==> src/rtl/inst_fetch_unit.sv <==
// Multi-word instruction fetch unit: assembles INST_WORDS memory words into one
// bundle using a req/ack memory handshake, with decode backpressure, redirect
// and halt support.
module inst_fetch_unit #(
    parameter int unsigned            DATA_W     = 16,
    parameter int unsigned            ADDR_W     = 16,
    parameter int unsigned            INST_WORDS = 4,
    parameter logic [ADDR_W-1:0]      RESET_PC   = '0
) (
    input  logic                         clk,
    input  logic                         rst,
    output logic                         mem_req,
    output logic [ADDR_W-1:0]            mem_addr,
    input  logic                         mem_ack,
    input  logic [DATA_W-1:0]            mem_rdata,
    output logic                         inst_valid,
    input  logic                         inst_ready,
    output logic [INST_WORDS*DATA_W-1:0] inst_bundle,
    output logic [ADDR_W-1:0]            inst_pc,
    input  logic                         redirect,
    input  logic [ADDR_W-1:0]            redirect_pc,
    input  logic                         halt,
    output logic                         busy
);

    localparam int unsigned IDX_W    = (INST_WORDS > 1) ? $clog2(INST_WORDS) : 1;
    localparam int unsigned BUNDLE_W = INST_WORDS * DATA_W;

    typedef enum logic [1:0] {
        S_FETCH  = 2'd0,
        S_HOLD   = 2'd1,
        S_HALTED = 2'd2
    } state_t;

    state_t                  state_q;
    logic [ADDR_W-1:0]       fetch_ptr_q;
    logic [IDX_W-1:0]        word_idx_q;
    logic [BUNDLE_W-1:0]     bundle_q;
    logic [ADDR_W-1:0]       inst_pc_q;
    logic                    last_word;

    assign last_word = (word_idx_q == IDX_W'(INST_WORDS - 1));

    // Fetch sequencing: redirect overrides everything, then per-state progress.
    always_ff @(posedge clk or negedge rst) begin
        if (!rst) begin
            state_q     <= S_FETCH;
            fetch_ptr_q <= RESET_PC;
            word_idx_q  <= '0;
            bundle_q    <= '0;
            inst_pc_q   <= RESET_PC;
        end else if (redirect) begin
            // Any ack in this cycle belongs to the abandoned stream and is dropped.
            state_q     <= S_FETCH;
            fetch_ptr_q <= redirect_pc;
            word_idx_q  <= '0;
        end else begin
            case (state_q)
                S_FETCH: begin
                    if (mem_ack) begin
                        bundle_q[int'(word_idx_q)*DATA_W +: DATA_W] <= mem_rdata;
                        fetch_ptr_q <= fetch_ptr_q + ADDR_W'(1);
                        if (word_idx_q == '0) begin
                            inst_pc_q <= fetch_ptr_q;
                        end
                        if (last_word) begin
                            word_idx_q <= '0;
                            state_q    <= S_HOLD;
                        end else begin
                            word_idx_q <= word_idx_q + IDX_W'(1);
                        end
                    end
                end
                S_HOLD: begin
                    // Halt is only looked at when decode takes the bundle.
                    if (inst_ready) begin
                        state_q <= halt ? S_HALTED : S_FETCH;
                    end
                end
                S_HALTED: begin
                    state_q <= S_HALTED;
                end
                default: begin
                    state_q <= S_FETCH;
                end
            endcase
        end
    end

    // Outputs decoded from registered state; reset forces the request low.
    assign mem_req     = rst && (state_q == S_FETCH);
    assign busy        = mem_req;
    assign mem_addr    = fetch_ptr_q;
    assign inst_valid  = (state_q == S_HOLD);
    assign inst_bundle = bundle_q;
    assign inst_pc     = inst_pc_q;

endmodule
==> config.mk <==
export PLATFORM = sky130hd
export DESIGN_NAME = inst_fetch_unit
export DESIGN_NICKNAME = d
export VERILOG_FILES = /design/src/rtl/inst_fetch_unit.sv
export SDC_FILE = /design/constraint.sdc
export NUM_CORES = 1
export LEC_CHECK = 0
export ABC_AREA = 1
export ABC_CLOCK_PERIOD_IN_PS = 3410
export BUFFER_PORTS_ARGS = -buffer_cell sky130_fd_sc_hd__buf_2
export CAP_MARGIN = 20
export CORE_ASPECT_RATIO = 0.6
export CORE_MARGIN = 1
export CORE_UTILIZATION = 56
export DETAILED_ROUTE_END_ITERATION = 16
export HOLD_SLACK_MARGIN = 0.06
export PLACE_DENSITY = 0.94
export SLEW_MARGIN = 15
export SYNTH_ARGS = -nofsm -noshare
export SYNTH_HDL_FRONTEND = slang
export SYNTH_SLANG_ARGS = --single-unit
export TNS_END_PERCENT = 10
==> constraint.sdc <==
create_clock -name clk -period 3.41 [get_ports clk]
set_clock_uncertainty 0.2 [all_clocks]
set_input_delay 0.8525 -clock clk [delete_from_list [all_inputs] [get_ports clk]]
set_output_delay 0.8525 -clock clk [all_outputs]
set_load 0.1 [all_outputs]
==> out/metrics.yaml <==
outcome: "finished clean"
leakage_uw: 0.00333
root_buffer: "clkbuf_16"
drtPass1Iterations: 5
setup_violations: 0
coreArea_mm2: 0.00810
rows: 25
die_w_um: 122
fmax_mhz: 377
synth_top_area_cell: "dfrtp_1"
drt-initial-drc-count: 572
timing.slew.headroom_pct: 28.4
whs_ns: 0.285
cts_buffer_depth: 2
final_design_area_no_fill_mm2: 0.00586
cts.sink_count: 100
synth.mux.area_fraction_pct: 0
cp-start-kind: "flop"
clkLatencyLatePin_ns: 0.34
synthAdderAreaFrac_pct: 1.82
port_buffers: 136
grt_max_degree: 71
post_cts_buffers: 0
synth_cells: 572
ant_nets: 0
layout_common_cells: "nand2_1 (134), buf_2 (133), dfrtp_1 (100)"
synth_compound_gate_area_share_pct: 12.2
finalHoldViolCount: 0
clk_pin_slew_ns: 0.07
htree_num_levels: 3
crit_path_end_kind: "flop"
fin_crit_ns: 2.65
layout-area-overhead-vs-synth_pct: 21.9
synth_top_area_share_pct: 52.0
ys_seq_area_share_pct: 52.0
hold_buffers: 0
synth_top_family_by_area: "simple AND/OR/NAND/NOR gates"
ys_top_cells_by_area: "dfrtp_1 (52%), nand2_1 (10%), nand3_1 (7.5%)"
layout.cells.most_common: "nand2_1"
dieArea_mm2: 0.00898
regArea_mm2: 0.00250
ys_warn_count: 0
cp_max_fo: 16
worst_ep_required_time_ns: 3.49
die_h_um: 73.8
tritoncts: "yes"
synth_area_mm2: 0.00481
hpwl_mm: 9.57
fin_util_pct: 72.3
vias: 4722
numCtsBuffers: 9
antenna_found_initial: 0
placed_area_mm2: 0.00549
multi_input_area_mm2: 0.00193
wl_per_cell_um: 17.3
crit_type: "reg -> reg"
grt_pass1_vias: 4274
drc: 0
syn_avg_cell_area_um2: 8.41
setup_tns_ns: 0
synth_fp_nets: 617
grt_pass1_wl_mm: 21.8
hold_path_class: "reg -> reg"
place.gp.congestion: 0.865
cp.arrival_ns: 2.73
vias_per_cell: 5.86
initial_core_util_pct: 59.4
post_synth_num_cell_types: 32
cts.repair.resized: 0
drive_above_1_share_pct: 24.6
synth_xor_area_share_pct: 0.364
rsz0062_at_grt: "no"
ys_ff_latch: 100
slew_viol_final: 0
layout_worst_path_cycle_share_pct: 77.8
ioPinCount: 137
totalWireLength_mm: 14.0
grt_usage_pct: 32.5
grt_overflow_total: 0
fill_cells: 577
yosys.area_share.simple_pct: 25.6
diodes: 0
vdd_drop_max_uv: 681
tightest_slew_ns: 1.07
drv_cap: 0
fin_nets: 738
power_density_mw_per_mm2: 951
worst max-delay path: stages (launching register included):
cell and delay (ns):
dfrtp_1 0.65, inv_1 0.21, ha_1 0.37, nor2_1 0.83
nand3_1 0.21, nand2_1 0.11
registers in the layout, indices dropped and copies added, names as in the netlist:
register,count
inst_bundle,64
inst_pc,16
mem_addr,16
state_q,2
word_idx_q,2
per-layer routing:
metal	vias to the layer above	part of all wire, %	global-route usage, %	routed length (um)
li1	2115	-	-	-
met5	-	0	0	0
met3	46	12	8.70	1710
met1	2223	42	47.0	5800
met4	0	2.3	11.8	317
met2	338	44	47.0	6130
synthesized netlist by cell type, drive strengths merged:
| cell type | count |
|---|---|
| o22ai | 1 |
| inv | 49 |
| o21bai | 1 |
| o211ai | 3 |
| clkbuf | 9 |
| nand2 | 136 |
| nor4 | 2 |
| o221ai | 1 |
| a31oi | 1 |
| buf | 20 |
| xnor2 | 1 |
| nand3 | 72 |
| nand4 | 7 |
| nor3 | 3 |
| a21oi | 1 |
| o21ai | 103 |
| xor2 | 1 |
| dfrtp | 100 |
| ha | 7 |
| nor2 | 54 |
worst paths after layout:
check                                           from                          end  slack [ns]  cells after the start
max                        word_idx_q[0]$_DFFE_PN0P_  inst_bundle[51]$_DFFE_PN0P_        0.76                      5
min                           inst_pc[5]$_DFFE_PN0P_       inst_pc[5]$_DFFE_PN0P_        0.29                      2
max reg2reg                word_idx_q[0]$_DFFE_PN0P_  inst_bundle[51]$_DFFE_PN0P_        0.76                      5
min reg2reg                   inst_pc[5]$_DFFE_PN0P_       inst_pc[5]$_DFFE_PN0P_        0.29                      2
max in group asynchronous                        rst  inst_bundle[56]$_DFFE_PN0P_        1.45                      3
min in group asynchronous                        rst      inst_pc[11]$_DFFE_PN0P_        0.37                      2
cells by family (layout without fill, tap and decap cells):
kind of cell             after synthesis  in the layout
flip-flops                           100            100
AO/OA/AOI/OAI                        111            111
XOR/XNOR                               2              2
AND/OR/NAND/NOR                      274            274
buffers and inverters                 78            204
adder cells (fa/ha/maj)                7              7
through the flow:
step,instances,total power [uW],worst slack (ns)
global route,806,5740,0.681
CTS,806,5550,0.884
detailed placement,790,4300,0.609
finish,806,5570,0.758
global placement,790,4260,0.789
floorplan,572,3830,0.221
cell type report:
class	instances	share of cell area [%]
multi-input combinational	394	32.9
clock inverter	4	2.05
sequential	100	42.7
clock buffer	12	4.21
inverter	49	3.31
timing repair buffer	139	12.6
tap	108	2.31
power by group:
| group | leakage [uW] | internal, uW | switching, uW | total (uW) |
|---|---|---|---|---|
| Combinational | 0.00182 | 362 | 2350 | 2710 |
| Sequential | 0.00133 | 1420 | 192 | 1610 |
| Clock | 0.000177 | 812 | 436 | 1250 |
Power figures use the tool's default switching activity.
